<file path="config.mk">
export PLATFORM = sky130hd
export DESIGN_NAME = reg_bank
export DESIGN_NICKNAME = d
export VERILOG_FILES = /design/src/rtl/reg_bank.sv
export SDC_FILE = /design/constraint.sdc
export NUM_CORES = 1
export LEC_CHECK = 0
export CORE_AREA = 2 2 332 334
export DETAILED_ROUTE_END_ITERATION = 8
export DIE_AREA = 0 0 334 336
export HOLD_SLACK_MARGIN = 0.15
export SYNTH_ARGS = -nofsm -noshare
export SYNTH_HDL_FRONTEND = slang
export SYNTH_SLANG_ARGS = --single-unit
</file>
<file path="constraint.sdc">
create_clock -name clk -period 4.35 [get_ports clk]
set_clock_uncertainty 0.2 [all_clocks]
set_input_delay 0.87 -clock clk [delete_from_list [all_inputs] [get_ports clk]]
set_output_delay 0.87 -clock clk [all_outputs]
set_load 0.1 [all_outputs]
</file>
<file path="src/rtl/reg_bank.sv">
`default_nettype none
// ============================================================================
//  Module   : reg_bank
//  Purpose  : Parametrised memory-mapped register bank. NUM_REGS registers of
//             DATA_W bits with byte-lane write strobes and a registered read
//             port. Each register is RW, RO (live hw_status), W1C (sticky,
//             set by hw_set) or PULSE (self-clearing after one cycle).
//  Revision : 1.0 - initial release
// ----------------------------------------------------------------------------
//  Ports
//    clk, rst        : clock, synchronous active-high reset
//    reg_wren/wraddr/wrdata/wrstrb : write request (one per cycle)
//    reg_rden/rdaddr : read request, answered one cycle later
//    reg_rddata/rdvalid : registered read data and its qualifier
//    reg_wrerr       : one-cycle pulse on a write to RO / unmapped address
//    hw_status       : live values returned for RO registers
//    hw_set          : per-bit set requests for W1C registers
//    regs_out        : current value of every register
//    wr_pulse        : one-cycle strobe per register that accepted a write
// ============================================================================
module reg_bank #(
  parameter int                         NUM_REGS   = 8,
  parameter int                         ADDR_W     = 3,
  parameter int                         DATA_W     = 32,
  parameter logic [NUM_REGS-1:0]        RO_MASK    = '0,
  parameter logic [NUM_REGS-1:0]        W1C_MASK   = '0,
  parameter logic [NUM_REGS-1:0]        PULSE_MASK = '0,
  parameter logic [NUM_REGS*DATA_W-1:0] RESET_VAL  = '0
) (
  input  logic                         clk,
  input  logic                         rst,
  input  logic                         reg_wren,
  input  logic [ADDR_W-1:0]            reg_wraddr,
  input  logic [DATA_W-1:0]            reg_wrdata,
  input  logic [DATA_W/8-1:0]          reg_wrstrb,
  input  logic                         reg_rden,
  input  logic [ADDR_W-1:0]            reg_rdaddr,
  output logic [DATA_W-1:0]            reg_rddata,
  output logic                         reg_rdvalid,
  output logic                         reg_wrerr,
  input  logic [NUM_REGS*DATA_W-1:0]   hw_status,
  input  logic [NUM_REGS*DATA_W-1:0]   hw_set,
  output logic [NUM_REGS*DATA_W-1:0]   regs_out,
  output logic [NUM_REGS-1:0]          wr_pulse
);

  localparam int c_NSTRB = DATA_W / 8;

  logic [DATA_W-1:0]   w_lanemask;
  logic [NUM_REGS-1:0] w_hit;
  logic [NUM_REGS-1:0] w_ro;
  logic [NUM_REGS-1:0] w_unused_status;
  logic [NUM_REGS-1:0] w_unused_set;
  logic                w_wr_ok;
  logic [DATA_W-1:0]   w_rd_val;

  logic [DATA_W-1:0]   r_rddata;
  logic                r_rdvalid;
  logic                r_wrerr;
  logic [NUM_REGS-1:0] r_wr_pulse;

  // Expand byte strobes into a per-bit mask.
  always_comb begin
    w_lanemask = '0;
    for (int b = 0; b < c_NSTRB; b++) begin
      w_lanemask[8*b +: 8] = {8{reg_wrstrb[b]}};
    end
  end

  generate
    for (genvar i = 0; i < NUM_REGS; i++) begin : g_reg
      localparam logic [DATA_W-1:0] c_RST      = RESET_VAL[i*DATA_W +: DATA_W];
      // Precedence when masks overlap: RO > W1C > PULSE > RW.
      localparam bit                c_IS_RO    = RO_MASK[i];
      localparam bit                c_IS_W1C   = W1C_MASK[i] && !RO_MASK[i];
      localparam bit                c_IS_PULSE = PULSE_MASK[i] && !W1C_MASK[i] && !RO_MASK[i];

      // An out-of-range address never matches any index, so it hits nothing.
      assign w_hit[i] = reg_wren && (reg_wraddr == ADDR_W'(i));
      assign w_ro[i]  = c_IS_RO;

      // Slices that a given mode does not consume are folded into sinks.
      assign w_unused_status[i] = ^hw_status[i*DATA_W +: DATA_W];
      assign w_unused_set[i]    = ^hw_set[i*DATA_W +: DATA_W];

      if (c_IS_RO) begin : g_ro
        assign regs_out[i*DATA_W +: DATA_W] = hw_status[i*DATA_W +: DATA_W];
      end else begin : g_stored
        logic [DATA_W-1:0] r_val;
        logic [DATA_W-1:0] w_next;

        always_comb begin
          w_next = r_val;
          if (c_IS_W1C) begin
            // OR-ing hw_set last makes a set win over a same-cycle clear.
            w_next = (r_val & ~(w_hit[i] ? (reg_wrdata & w_lanemask) : '0))
                   | hw_set[i*DATA_W +: DATA_W];
          end else if (c_IS_PULSE) begin
            // Unstrobed lanes show the idle value; any cycle without a
            // write returns the register to its idle value.
            w_next = w_hit[i] ? ((c_RST & ~w_lanemask) | (reg_wrdata & w_lanemask))
                              : c_RST;
          end else if (w_hit[i]) begin
            w_next = (r_val & ~w_lanemask) | (reg_wrdata & w_lanemask);
          end
        end

        always_ff @(posedge clk) begin
          if (rst) begin
            r_val <= c_RST;
          end else begin
            r_val <= w_next;
          end
        end

        assign regs_out[i*DATA_W +: DATA_W] = r_val;
      end
    end
  endgenerate

  assign w_wr_ok = |(w_hit & ~w_ro);

  // Read mux; unmapped addresses return zero.
  always_comb begin
    w_rd_val = '0;
    for (int i = 0; i < NUM_REGS; i++) begin
      if (reg_rdaddr == ADDR_W'(i)) begin
        w_rd_val = regs_out[i*DATA_W +: DATA_W];
      end
    end
  end

  always_ff @(posedge clk) begin
    if (rst) begin
      r_rddata   <= '0;
      r_rdvalid  <= 1'b0;
      r_wrerr    <= 1'b0;
      r_wr_pulse <= '0;
    end else begin
      r_rdvalid  <= reg_rden;
      if (reg_rden) begin
        r_rddata <= w_rd_val;
      end
      r_wrerr    <= reg_wren && !w_wr_ok;
      r_wr_pulse <= w_hit & ~w_ro;
    end
  end

  assign reg_rddata  = r_rddata;
  assign reg_rdvalid = r_rdvalid;
  assign reg_wrerr   = r_wrerr;
  assign wr_pulse    = r_wr_pulse;

endmodule
`default_nettype wire
</file>
==> flow_summary.json <==
{
  "status": "finished, final reports clean",
  "dr.pass1.iters": 6,
  "layout_commonest_cell": "nand2_1",
  "slowest_delay_ns": 1.21,
  "die_area_sq_um": 112000,
  "grt_max_degree": 113,
  "endpoint_kind": "primary output",
  "clk_path_buf_depth": 3,
  "cts_resized": 0,
  "die_w_um": 334,
  "cts-root-buf": "clkbuf_16",
  "grt_first_pass_wirelength_um": 103000,
  "io_pins": 856,
  "initialDrtViolationCount": 1604,
  "power_leakage_nw": 5.97,
  "worstMarginPinSlew_ns": 1.17,
  "area_delta_synth_final_pct": 46.7,
  "cts.sinks": 298,
  "setup_slack_ns": 1.01,
  "ant_nets": 0,
  "total_power_mw": 6.98,
  "numPortBuffers": 343,
  "core_sq_um": 108000,
  "clk_latency_ns": 0.57,
  "rsz0062_at_grt": "false",
  "synth_seq_area_share": 0.458,
  "drc": 0,
  "p_sw_frac": 0.301,
  "clk_pin_slew_ns": 0.06,
  "crit_required_ns": 3.28,
  "place_congestion": 0.843,
  "yosysUniqueCellTypes": 28,
  "critPathTopFamily": "buffers and inverters",
  "finalSetupViolCount": 0,
  "cts_setup_buffers": 0,
  "num_vias": 14235,
  "reg2reg_depth": 4,
  "comb_power_share": 0.130,
  "fmax_ghz": 0.299,
  "startpoint_type": "flip-flop",
  "p_sw_mw": 2.10,
  "die_y_um": 336,
  "fin_nets": 2471,
  "cts_tree": "done",
  "path_depth": 1,
  "viasPerCell": 4.24,
  "utilization": 0.176,
  "worstPathArrival_ns": 2.27,
  "ir_worst_vdd_uv": 299,
  "wire_per_inst_um": 21.9,
  "hold_buffers": 0,
  "dp_slack_ns": 0.631,
  "setup_tns_ns": 0,
  "rows": 121,
  "cellPowerDensity_nw_per_um2": 365,
  "most-common-layout-cells": "nand2_1 (321), clkdlybuf4s50_1 (302), dfxtp_1 (298), o21ai_0 (288), a21oi_1 (256)",
  "htree_levels": 2,
  "clockPowerShare": 0.468,
  "initial_core_util": 0.120,
  "cts_made_buffers": 39,
  "path_buf_inv": 1,
  "crit_type": "reg2out",
  "grt_usage": 0.126,
  "cellInternalPower_mw": 4.88,
  "ys_seq_elements": 298,
  "fin_crit_sh": 0.768,
  "cpMaxStageDelayCell": "clkdlybuf4s50_1",
  "slew_headroom": 0.220,
  "grt_remaining_overflow": 0,
  "critPathMaxFanout": 4,
  "finalHoldViolations": 0,
  "hold_class": "reg2reg",
  "dp_hpwl_um": 53200,
  "maxCapViolations": 0,
  "synth_cells": 1657,
  "antenna_found_initial": 16,
  "num-fill-cells": 12278,
  "cp_cell_sequence": "clkdlybuf4s50_1",
  "syn_area_sq_um": 13000,
  "grt_pass1_vias": 13406,
  "routed_wl_um": 73700,
  "syn-num-nets": 2215,
  "drive_above_1_share": 0.0937,
  "power_frac_seq": 0.402,
  "post-route-min-period_ns": 3.34,
  "ys_warn_count": 0,
  "slew_violations": 0,
  "avgSynthCellArea_sq_um": 7.85,
  "hold_depth": 2
}
==> cells by family (layout without fill, tap and decap cells) <==
| family | after synthesis | after routing | synth area share |
|---|---|---|---|
| AO/OA/AOI/OAI | 704 | 704 | 0.328 |
| AND/OR/NAND/NOR | 445 | 445 | 0.132 |
| flip-flops | 298 | 298 | 0.458 |
| buffers and inverters | 177 | 463 | 0.0562 |
| multiplexers | 32 | 32 | 0.0246 |
| other | 1 | 5 | 0.000288 |
==> through the flow <==
step | instance area, sq um | cells | hold slack [ns]
global placement | 17800 | 3286 | 0.276
detailed placement | 17800 | 3286 | 0.280
global route | 19100 | 3357 | 0.307
floorplan | 13000 | 1657 | 0.737
CTS | 19100 | 3357 | 0.291
finish | 19100 | 3361 | 0.291
==> power groups by stage <==
stage	clock network (mW)	registers (mW)	logic, mW
finish	3.26	2.80	0.910
global route	3.43	2.81	0.945
CTS	3.33	2.80	0.906
detailed placement	0	2.86	0.905
global placement	0	2.86	0.904
floorplan	0	3.14	0.305
==> synthesized netlist by cell type <==
cell type | count | area, sq um
a2111oi_1 | 10 | 100
a2111oi_2 | 22 | 330
a21oi_1 | 256 | 1280
a222oi_1 | 32 | 320
a22oi_1 | 32 | 240
a2bb2oi_1 | 32 | 280
and2b_1 | 1 | 7.51
buf_1 | 32 | 120
buf_2 | 15 | 75.1
buf_4 | 6 | 45.0
buf_6 | 3 | 33.8
clkbuf_1 | 119 | 447
clkbuf_4 | 1 | 7.51
conb_1 | 1 | 3.75
dfxtp_1 | 298 | 5970
inv_1 | 1 | 3.75
mux2i_1 | 32 | 320
nand2_1 | 322 | 1210
nand2b_1 | 2 | 12.5
nand3_1 | 4 | 20.0
nand3b_1 | 5 | 37.5
nand4_1 | 1 | 6.26
nor2_1 | 106 | 398
nor2b_1 | 2 | 12.5
o21ai_0 | 288 | 1440
o22a_1 | 32 | 280
or2_1 | 1 | 6.26
or3b_2 | 1 | 8.76
==> path summary, 6_finish.rpt <==
path                                 from       endpoint  slack (ns)
worst max-delay path            flip-flop   regs_out[70]        1.01
worst min-delay path            flip-flop      flip-flop        0.29
worst max register to register  flip-flop  reg_rddata[7]        2.65
worst min register to register  flip-flop      flip-flop        0.29
==> worst reg2reg max path, stage by stage (launching register included) <==
cell and delay, ns:
dfxtp_1 0.47, mux2i_1 0.12, a2bb2oi_1 0.19, o22a_1 0.26
a2111oi_2 0.34
==> layer usage <==
layer	global-route usage	wire (um)
met1	0.143	27300
met2	0.193	32000
met3	0.0788	11700
met4	0.0435	2680
met5	0	124
==> layout make-up <==
| class | instances | area (sq um) | area share |
|---|---|---|---|
| multi-input cells | 1182 | 6350 | 0.332 |
| clock buffers | 56 | 1110 | 0.0581 |
| inverters | 1 | 3.75 | 0.000197 |
| well taps | 1414 | 1770 | 0.0927 |
| diodes | 4 | 10.0 | 0.000524 |
| clock inverters | 15 | 151 | 0.00793 |
| flip-flops and latches | 298 | 5970 | 0.312 |
| repair buffers | 391 | 3730 | 0.196 |
(Power assumes the default switching activity.)
